==> src/rtl/otp_keystream_gen_pkg.sv <==
// otp_keystream_gen_pkg: shared FSM state type and LFSR defaults for the keystream generator and its users.
package otp_keystream_gen_pkg;
  localparam int OTP_LFSR_W = 16;
  localparam logic [OTP_LFSR_W-1:0] OTP_TAPS = 16'hB400;
  localparam int OTP_STEPS = 8;
  typedef enum logic [1:0] {IDLE, GEN, HOLD} state_t;
endpackage

==> src/rtl/otp_keystream_gen_if.sv <==
// otp_keystream_gen_if: key byte valid/ready handshake to the encryptor.
// Signals: key_byte, key_valid (master drives), key_ready (slave drives).
interface otp_keystream_gen_if;
  logic [7:0] key_byte;
  logic key_valid;
  logic key_ready;
  modport master (output key_byte, key_valid, input key_ready);
  modport slave (input key_byte, key_valid, output key_ready);
endinterface

==> src/rtl/otp_lfsr_step.sv <==
// otp_lfsr_step: combinational single right-shift of a Galois LFSR.
// Ports: d current state in, q next state out.
module otp_lfsr_step #(
  parameter int W = 16,
  parameter logic [W-1:0] TAPS = '0
) (
  input  logic [W-1:0] d,
  output logic [W-1:0] q
);
  assign q = (d >> 1) ^ (d[0] ? TAPS : '0);
endmodule

==> src/rtl/otp_keystream_gen.sv <==
// otp_keystream_gen: seeded Galois-LFSR keystream source emitting one key byte per STEPS shifts.
// Ports: clk, rst_n (async, active-low), ena (global freeze when low), seed_byte/seed_we/seed_hi
// (byte-wise seed load in IDLE), start/stop, key_if (key_byte/key_valid/key_ready handshake),
// busy (not IDLE), seed_err (sticky zero-seed start), byte_cnt (accepted bytes mod 256).
module otp_keystream_gen
  import otp_keystream_gen_pkg::*;
#(
  parameter int LFSR_W = OTP_LFSR_W,
  parameter logic [LFSR_W-1:0] TAPS = OTP_TAPS,
  parameter int STEPS = OTP_STEPS
) (
  input  logic clk,
  input  logic rst_n,
  input  logic ena,
  input  logic [7:0] seed_byte,
  input  logic seed_we,
  input  logic seed_hi,
  input  logic start,
  input  logic stop,
  otp_keystream_gen_if.master key_if,
  output logic busy,
  output logic seed_err,
  output logic [7:0] byte_cnt
);
  state_t state, state_d;
  logic [15:0] seed;
  logic [LFSR_W-1:0] lfsr, lfsr_next;
  logic [2:0] shift_cnt;
  logic [7:0] key_byte;
  logic key_valid;
  logic go, last;
  otp_lfsr_step #(.W(LFSR_W), .TAPS(TAPS)) u_step (.d(lfsr), .q(lfsr_next));
  assign go = start && seed != '0;
  assign last = shift_cnt == 3'(STEPS - 1);
  assign busy = state != IDLE;
  assign key_if.key_byte = key_byte;
  assign key_if.key_valid = key_valid;
  always_comb
    state_d = !ena ? state :
              stop ? IDLE :
              state == IDLE ? (go ? GEN : IDLE) :
              state == GEN ? (last ? HOLD : GEN) :
              (key_if.key_ready ? GEN : HOLD);
  always_ff @(posedge clk or negedge rst_n)
    if (!rst_n) state <= IDLE;
    else state <= state_d;
  // The seed pre-write value feeds go/lfsr, so a same-cycle write and start uses the old seed.
  always_ff @(posedge clk or negedge rst_n)
    if (!rst_n) begin
      seed <= '0;
      lfsr <= '0;
      shift_cnt <= '0;
      key_byte <= '0;
      key_valid <= 1'b0;
      seed_err <= 1'b0;
      byte_cnt <= '0;
    end else if (ena) begin
      if (state == IDLE && seed_we && seed_hi) seed[15:8] <= seed_byte;
      if (state == IDLE && seed_we && !seed_hi) seed[7:0] <= seed_byte;
      if (stop) key_valid <= 1'b0;
      else if (state == IDLE) begin
        if (start) seed_err <= !go;
        if (go) begin
          lfsr <= LFSR_W'(seed);
          shift_cnt <= '0;
          byte_cnt <= '0;
        end
      end else if (state == GEN) begin
        lfsr <= lfsr_next;
        shift_cnt <= last ? '0 : shift_cnt + 3'd1;
        if (last) begin
          key_byte <= lfsr_next[7:0];
          key_valid <= 1'b1;
        end
      end else if (key_if.key_ready) begin
        key_valid <= 1'b0;
        byte_cnt <= byte_cnt + 8'd1;
        shift_cnt <= '0;
      end
    end
endmodule

==> src/flat_wrapper.sv <==
// flat-port wrapper written by rule: the top's interface ports become plain ports
module otp_keystream_gen_flat import otp_keystream_gen_pkg::*;
#(
  parameter int LFSR_W = OTP_LFSR_W,
  parameter logic [LFSR_W-1:0] TAPS = OTP_TAPS,
  parameter int STEPS = OTP_STEPS
)
  (clk, rst_n, ena, seed_byte, seed_we, seed_hi, start, stop, busy, seed_err, byte_cnt, key_if_key_byte, key_if_key_valid, key_if_key_ready);
  otp_keystream_gen_if key_if_i ();
  input  logic clk;
  input  logic rst_n;
  input  logic ena;
  input  logic [7:0] seed_byte;
  input  logic seed_we;
  input  logic seed_hi;
  input  logic start;
  input  logic stop;
  output logic busy;
  output logic seed_err;
  output logic [7:0] byte_cnt;
  output wire logic [$bits(key_if_i.key_byte)-1:0] key_if_key_byte;
  output wire logic [$bits(key_if_i.key_valid)-1:0] key_if_key_valid;
  input wire logic [$bits(key_if_i.key_ready)-1:0] key_if_key_ready;
  assign key_if_key_byte = key_if_i.key_byte;
  assign key_if_key_valid = key_if_i.key_valid;
  assign key_if_i.key_ready = key_if_key_ready;
  otp_keystream_gen #(.LFSR_W(LFSR_W), .TAPS(TAPS), .STEPS(STEPS)) u_core (.clk(clk), .rst_n(rst_n), .ena(ena), .seed_byte(seed_byte), .seed_we(seed_we), .seed_hi(seed_hi), .start(start), .stop(stop), .key_if(key_if_i), .busy(busy), .seed_err(seed_err), .byte_cnt(byte_cnt));
endmodule
==> config.mk <==
export PLATFORM = sky130hd
export DESIGN_NAME = otp_keystream_gen_flat
export DESIGN_NICKNAME = d
export VERILOG_FILES = /design/src/rtl/otp_keystream_gen_pkg.sv /design/src/rtl/otp_keystream_gen_if.sv /design/src/rtl/otp_lfsr_step.sv /design/src/rtl/otp_keystream_gen.sv /design/src/flat_wrapper.sv
export SDC_FILE = /design/constraint.sdc
export NUM_CORES = 1
export LEC_CHECK = 0
export ABC_AREA = 0
export CAP_MARGIN = 40
export CORE_MARGIN = 2
export CORE_UTILIZATION = 58
export CTS_BUF_LIST = sky130_fd_sc_hd__clkbuf_8
export CTS_CLUSTER_DIAMETER = 50
export DETAILED_ROUTE_END_ITERATION = 8
export GPL_TIMING_DRIVEN = 0
export PLACE_DENSITY = 0.83
export SLEW_MARGIN = 10
export SYNTH_ARGS = -nofsm -noshare
export SYNTH_HDL_FRONTEND = slang
export SYNTH_HIERARCHICAL = 1
export SYNTH_SLANG_ARGS = --single-unit
export TNS_END_PERCENT = 50
==> constraint.sdc <==
create_clock -name clk -period 2.5 [get_ports clk]
set_input_delay 0.375 -clock clk [delete_from_list [all_inputs] [get_ports clk]]
set_output_delay 0.375 -clock clk [all_outputs]
set_load 0.01 [all_outputs]
==> summary.md, run 1 <==
| Metric | Value |
|---|---|
| Status | `complete, no violations` |
| Setup TNS | `0 ns` |
| Synthesized area | `2750 µm²` |
| Commonest non-fill, non-tap cells in the layout | `55 x dfrtp_1, 32 x clkdlybuf4s50_1, 25 x mux2_2, 18 x or3_1` |
| Post-Syn Instances | `240` |
| Clk pwr share | `18.6%` |
| Delay-heaviest family, CP | `buffers and inverters` |
| Sequential share of power | `48.8%` |
| CP Capture Type | `output pin` |
| Clk root buf | `clkbuf_8` |
| EDFF count, synth | `0` |
| Site Rows | `25` |
| Postcts setup bufs | `0` |
| Most frequently used flop master after synthesis | `dfrtp_1` |
| Slew margin rel. | `64.7%` |
| GP Congestion | `0.779` |
| Setup Viol. Count Final | `0` |
| WP buf/inv | `3` |
| Htree depth | `2` |
| Multi-input logic area | `1190 µm²` |
| PwrDens | `898 nW/µm²` |
| Cell Int Power | `2060 µW` |
| Post-route insts no fill | `336` |
| Cell chain of the critical path | `buf_2 > nor2_2 > inv_1 > clkdlybuf4s50_1` |
| ANT nets after route | `0` |
| Chip Width | `72.8 µm` |
| # clock sinks | `55` |
| Flops & latches, synth | `55` |
| NetSw | `868 µW` |
| Via count | `2010` |
| Post-DP HPWL | `4.04 mm` |
| Routed WL | `5.57 mm` |
| Critical Path Start Type | `flip-flop` |
| Floorplan Core Area | `4660 µm²` |
| WHS | `0.0317 ns` |
| Share of cells above drive strength 1 | `20.9%` |
| CTS Buffer Depth | `2` |
| Nets | `300` |
| Most common cell after layout, fill and taps aside | `dfrtp_1` |
| Switching Share | `29.6%` |
| Peak VDD IR | `0.538 mV` |
| Max cap viols | `0` |
| Clk_skew | `0.00578 ns` |
| Vias in the first global route | `1835` |
| CTS tree | `yes` |
| Die ar. | `5310 µm²` |
| Worst EP required | `2.12 ns` |
| Total iterations of the first detailed-routing run | `4` |
| Reg2reg path depth | `7` |
| Min Tclk post-route | `2.11 ns` |
| Reg2Reg Setup Slack | `0.56 ns` |
| Starting DRC count in detailed routing | `231` |
| Unrepaired setup endpoints after global routing | `no` |
| Clock Pin Slew Worst Setup and Hold Paths | `0.10 ns` |
| Vias/cell | `5.98` |
| Slowest cell on crit path | `clkdlybuf4s50_1` |
| N_diodes | `0` |
| Pins over their slew limit | `0` |
| Worst Hold Class | `input pin to asynchronous set/reset pin` |
| Syn_area_per_cell | `11.5 µm²` |
| Mapped Nets | `259` |
| Overall Power | `2930 µW` |
| Yosys warning total | `6` |
| Initial antenna violation count | `0` |
| Critical R2R Capture | `u_core/lfsr[3]$_DFFE_PN0P_` |
| Number of I/O port buffers | `33` |
| Period utilization | `84.3%` |
| Cts-stage hold buffer count | `0` |
| Final count of hold timing violations | `0` |
| Sequential fraction of the synthesis area | `50.1%` |
| Initial Util | `59.0%` |
| # DRC | `0` |
| Pleak | `0.00134 µW` |
| Clk_lat worst skew | `0.31 ns` |
| Cts repair resizes | `0` |
| Chip height | `72.8 µm` |
| Sequential cell area | `1380 µm²` |
| Largest net degree at the start of global routing | `34` |
| Total Routing Usage GR | `22.9%` |
| WL/cell | `16.6 µm` |
| Placed cell count | `328` |
| Critical Path AT | `1.73 ns` |
| Worst Max-Slew Pin Slew | `0.529 ns` |
| Fillers | `359` |
| F_max | `474 MHz` |
| Comb pwr share | `32.6%` |
| Synth cell types | `41` |
| CTS Buf Count | `5` |
| Aggregate global routing overflow | `0` |
| CP max FO | `10` |
| R2R Path Start | `u_core/state[1]$_DFFE_PN0P_` |
| Area overhead of the layout relative to synthesis | `18.8%` |
| Critical path class | `flip-flop to output pin` |
| Ys async rst share | `100%` |
| First-pass GRT wire length | `9.26 mm` |
| CP peak stage delay | `0.50 ns` |
| Io pins | `35` |
per-stage QoR:
stage / cell area, µm² / util [%] / setup slack [ns]
global route: 3270 / 70.1 / 0.291
global placement: 3150 / 67.5 / -0.573
floorplan: 2750 / - / 0.812
finish: 3270 / 70.1 / 0.393
detailed placement: 3160 / 67.8 / 0.167
CTS: 3270 / 70.1 / 0.395
registers in the layout, indices dropped and copies added (netlist names):
signal	flops
u_core/state	2
u_core/key_if.key_byte	8
u_core/key_if.key_valid	1
u_core/seed	16
u_core/lfsr	16
u_core/seed_err	1
u_core/shift_cnt	3
u_core/byte_cnt	8
synthesized netlist by cell type, drive strengths merged, types with 4 or more instances:
cell type,number,area share [%]
nor4,5,1.1
clkbuf,6,0.82
a21o,4,1.1
buf,21,5.4
nor3,4,1.1
o311a,16,5.8
nand3b,16,4.4
mux2,25,10
or3,18,4.1
nand2,15,2.0
a21oi,6,1.2
dfrtp,55,50
nor2,8,1.5
nand3,4,0.73
metal layers:
metal	GRT usage [%]	share of wire, %
met5	0	0
met3	3.73	3.6
met2	34.7	46
met1	33.8	49
met4	7.41	1.2
worst register-to-register path: stages, from the launching register on:
cell,delay [ns]
dfrtp_1,0.38
buf_2,0.18
nor2_2,0.23
and3_1,0.19
buf_2,0.18
clkbuf_1,0.34
nand3b_1,0.18
o311a_1,0.17
kinds of logic after synthesis:
family / count (synthesis) / synth area share, %
AOI/OAI and AO/OA: 40 / 12.0
muxes: 28 / 11.3
buffers and inverters: 29 / 6.51
xor gates and xnor gates: 3 / 0.956
and+or+nand+nor: 82 / 17.8
adders and majority gates: 3 / 1.37
DFF: 55 / 50.1
worst max-delay path by stage:
stage | start | endpoint | slack (ns) | depth (start not counted)
6_report | u_core/state[1]$_DFFE_PN0P_ | busy | 0.39 | 4
5_1_grt | u_core/state[1]$_DFFE_PN0P_ | busy | 0.29 | 4
4_1_cts | u_core/state[1]$_DFFE_PN0P_ | busy | 0.39 | 4
3_5_place_dp | stop | u_core/lfsr[3]$_DFFE_PN0P_ | 0.17 | 7
3_3_place_gp | rst_n | u_core/byte_cnt[3]$_DFFE_PN0P_ | -0.57 | 1
2_1_floorplan | u_core/seed[13]$_DFFE_PN0P_ | u_core/lfsr[10]$_DFFE_PN0P_ | 0.81 | 6
power by group through the flow:
stage	Clock [µW]	Combinational, µW	Sequential [µW]
after floorplan	0	665	1400
after global placement	0	917	1430
after detailed placement	0	955	1440
after CTS	546	961	1420
after global routing	591	1050	1460
final	546	955	1430
layout make-up:
type	count	area share (%)
buffer	27	5.25
clock buffer	7	2.95
clock inverter	1	0.230
inverter	2	0.230
multi-input combinational	156	36.6
sequential	55	42.1
tap	54	2.07
timing repair buffer	34	10.6
Note: power is estimated with default switching activity, not from simulation.
==> run 2, diff against run 1 <==
--- a/config.mk
+++ b/config.mk
@@ -8,12 +8,12 @@
 export ABC_AREA = 0
 export CAP_MARGIN = 40
 export CORE_MARGIN = 2
-export CORE_UTILIZATION = 58
+export CORE_UTILIZATION = 52
 export CTS_BUF_LIST = sky130_fd_sc_hd__clkbuf_8
 export CTS_CLUSTER_DIAMETER = 50
 export DETAILED_ROUTE_END_ITERATION = 8
 export GPL_TIMING_DRIVEN = 0
-export PLACE_DENSITY = 0.83
+export PLACE_DENSITY = 0.79
 export SLEW_MARGIN = 10
 export SYNTH_ARGS = -nofsm -noshare
 export SYNTH_HDL_FRONTEND = slang
==> constraint.sdc (replaced) <==
create_clock -name clk -period 1.8 [get_ports clk]
set_input_delay 0.27 -clock clk [delete_from_list [all_inputs] [get_ports clk]]
set_output_delay 0.27 -clock clk [all_outputs]
set_load 0.01 [all_outputs]
==> summary.md, run 2 (synthesized netlist as in run 1, its figures left out) <==
| Metric | Value |
|---|---|
| Slew margin rel. | `65.3% (was 64.7%)` |
| Number of I/O port buffers | `33 (unchanged)` |
| CP Capture Type | `output pin (unchanged)` |
| Reg2reg path depth | `5 (was 7)` |
| Worst Max-Slew Pin Slew | `0.520 ns (was 0.529 ns)` |
| Hold Path Origin | `ena` |
| Critical Path Start Type | `flip-flop (unchanged)` |
| Crit path launch | `u_core/state[1]$_DFFE_PN0P_ (unchanged)` |
| # clock sinks | `55 (unchanged)` |
| Most common cell after layout, fill and taps aside | `dfrtp_1 (unchanged)` |
| Critical path class | `flip-flop to output pin (unchanged)` |
| Die ar. | `5880 µm² (was 5310 µm²)` |
| Io pins | `35 (unchanged)` |
| Initial antenna violation count | `0 (unchanged)` |
| Critical R2R Capture | `u_core/lfsr[15]$_DFFE_PN0P_ (was u_core/lfsr[3]$_DFFE_PN0P_)` |
| GP Congestion | `0.818 (was 0.779)` |
| CTS tree | `yes (unchanged)` |
| Total iterations of the first detailed-routing run | `4 (unchanged)` |
| PwrDens | `1220 nW/µm² (was 898 nW/µm²)` |
| F_max | `581 MHz` |
| Worst Hold Class | `input pin to flip-flop (was input pin to asynchronous set/reset pin)` |
| CTS Buffer Depth | `2 (unchanged)` |
| Area overhead of the layout relative to synthesis | `21.5% (was 18.8%)` |
| Chip height | `76.7 µm (was 72.8 µm)` |
| Unrepaired setup endpoints after global routing | `yes (was no)` |
| Commonest non-fill, non-tap cells in the layout | `55 x dfrtp_1, 31 x clkdlybuf4s50_1, 25 x mux2_2, 18 x or3_1, 17 x buf_4 (was 55 x dfrtp_1, 32 x clkdlybuf4s50_1, 25 x mux2_2, 18 x or3_1)` |
| # DRC | `0 (unchanged)` |
| Initial Util | `53.8% (was 59.0%)` |
| Htree depth | `2 (unchanged)` |
| Vias/cell | `5.70 (was 5.98)` |
| Max cap viols | `0 (unchanged)` |
| CTS Buf Count | `5 (unchanged)` |
| Post-route insts no fill | `355 (was 336)` |
| Pleak | `0.00139 µW (was 0.00134 µW)` |
| Nets | `303 (was 300)` |
| Clk root buf | `clkbuf_8 (unchanged)` |
| Delay-heaviest family, CP | `buffers and inverters (unchanged)` |
| Aggregate global routing overflow | `0 (unchanged)` |
| Starting DRC count in detailed routing | `173 (was 231)` |
| Final count of hold timing violations | `0 (unchanged)` |
| CP max FO | `10 (unchanged)` |
| CP peak stage delay | `0.39 ns (was 0.50 ns)` |
| Reg2Reg Setup Slack | `0.09 ns (was 0.56 ns)` |
| Setup WS post-layout | `0.0791 ns (was 0.393 ns)` |
| Clock Pin Slew Worst Setup and Hold Paths | `0.09 ns (was 0.10 ns)` |
| R2R Path Start | `u_core/seed[7]$_DFFE_PN0P_ (was u_core/state[1]$_DFFE_PN0P_)` |
| Peak VDD IR | `0.610 mV (was 0.538 mV)` |
| Clk_skew | `0.00808 ns (was 0.00578 ns)` |
| N_diodes | `0 (unchanged)` |
| Critical Path AT | `1.45 ns (was 1.73 ns)` |
| Pins over their slew limit | `0 (unchanged)` |
| ANT nets after route | `0 (unchanged)` |
| Largest net degree at the start of global routing | `34 (unchanged)` |
| Share of cells above drive strength 1 | `24.9% (was 20.9%)` |
| Worst hold stages | `2` |
| Cell chain of the critical path | `buf_4 > nor2_4 > inv_1 > dlygate4sd2_1 (was buf_2 > nor2_2 > inv_1 > clkdlybuf4s50_1)` |
| Total Routing Usage GR | `20.7% (was 22.9%)` |
| Status | `complete, no violations (unchanged)` |
| WHS | `0.269 ns (was 0.0317 ns)` |
| Post-DP HPWL | `4.03 mm (was 4.04 mm)` |
| Setup TNS | `0 ns (unchanged)` |
| Vias in the first global route | `2003 (was 1835)` |
| Period utilization | `95.6%` |
| Chip Width | `76.7 µm (was 72.8 µm)` |
| First-pass GRT wire length | `9.84 mm (was 9.26 mm)` |
| Fillers | `411 (was 359)` |
| Min Tclk post-route | `1.72 ns` |
| Slowest cell on crit path | `dfrtp_1 (was clkdlybuf4s50_1)` |
| WP buf/inv | `3 (unchanged)` |
| Routed WL | `5.53 mm (was 5.57 mm)` |
| Worst EP required | `1.53 ns (was 2.12 ns)` |
| WL/cell | `15.6 µm (was 16.6 µm)` |
| Setup Viol. Count Final | `0 (unchanged)` |
| Clk_lat worst skew | `0.31 ns (about the same)` |
| Floorplan Core Area | `5110 µm² (was 4660 µm²)` |
| Placed cell count | `344 (was 328)` |
| Endpoint, Worst Hold | `u_core/key_if.key_valid$_DFFE_PN0P_` |
| Site Rows | `26 (was 25)` |
| Via count | `2025 (was 2010)` |
| Biggest regs | `u_core/lfsr: 16 flops, u_core/seed: 16 flops (unchanged)` |
| Setup WS pre-CTS | `-0.388 ns (was 0.167 ns)` |
==> run 2: cell types whose count changed in the layout (fill, tap and decap cells not counted), moves of 2 or more <==
cell,change
buf_4,+4
nor4_1,-2
clkbuf_1,-4
clkbuf_2,+5
nor4_2,+2
==> run 2: metal layers <==
metal | up-vias | wire [µm] | track usage (%)
li1 | 967 | - | -
met3 | 5 | 258 | 3.53
met5 | - | 0 | 0
met2 | 45 | 2580 | 31.7
met1 | 1008 | 2640 | 30.4
met4 | 0 | 55 | 6.18
==> run 2: cell type report <==
class                   instances  area (µm²)  share of cell area [%]
plain buffers                  26         169                    5.06
clock buffers                   6        82.6                    2.47
clock inverters                 2        16.3                   0.487
inverters                       2        7.51                   0.225
multi-input cells             156        1220                    36.7
flip-flops and latches         55        1380                    41.2
well taps                      70        87.6                    2.62
repair buffers                 38         377                    11.3
==> run 2: power breakdown <==
part | switching, µW | leakage [µW] | internal, µW | total (µW)
combinational | 488 | 0.000682 | 871 | 1360
clock | 402 | 0.0000474 | 315 | 717
sequential | 322 | 0.000660 | 1670 | 1990
==> run 2: repair_timing <==
action | in CTS | in global routing
resized for setup | 7 | 10
setup buffers | 2 | 1
pin swaps | 3 | 1
hold buffers | 1 | 0
endpoints found under the setup margin | 35 | 34
hold endpoints to repair | 22 | 0
==> run 2: worst max path at each step <==
| stage | end | slack (ns) | depth (start not counted) |
|---|---|---|---|
| 3_3_place_gp | u_core/byte_cnt[3]$_DFFE_PN0P_ | -1.19 | 1 |
| 3_5_place_dp | u_core/lfsr[6]$_DFFE_PN0P_ | -0.39 | 7 |
| 2_1_floorplan | u_core/lfsr[10]$_DFFE_PN0P_ | 0.11 | 6 |
| 6_report | busy | 0.08 | 4 |
| 5_1_grt | u_core/lfsr[7]$_DFFE_PN0P_ | -0.02 | 7 |
| 4_1_cts | u_core/lfsr[9]$_DFFE_PN0P_ | 0.06 | 6 |
==> run 2: stage by stage <==
stage	util (%)	power [µW]	cell area [µm²]
after floorplan	-	2870	2750
after global placement	62.0	3260	3170
after detailed placement	62.3	3320	3180
after CTS	64.9	4070	3320
after global routing	65.4	4350	3340
final	65.4	4070	3340
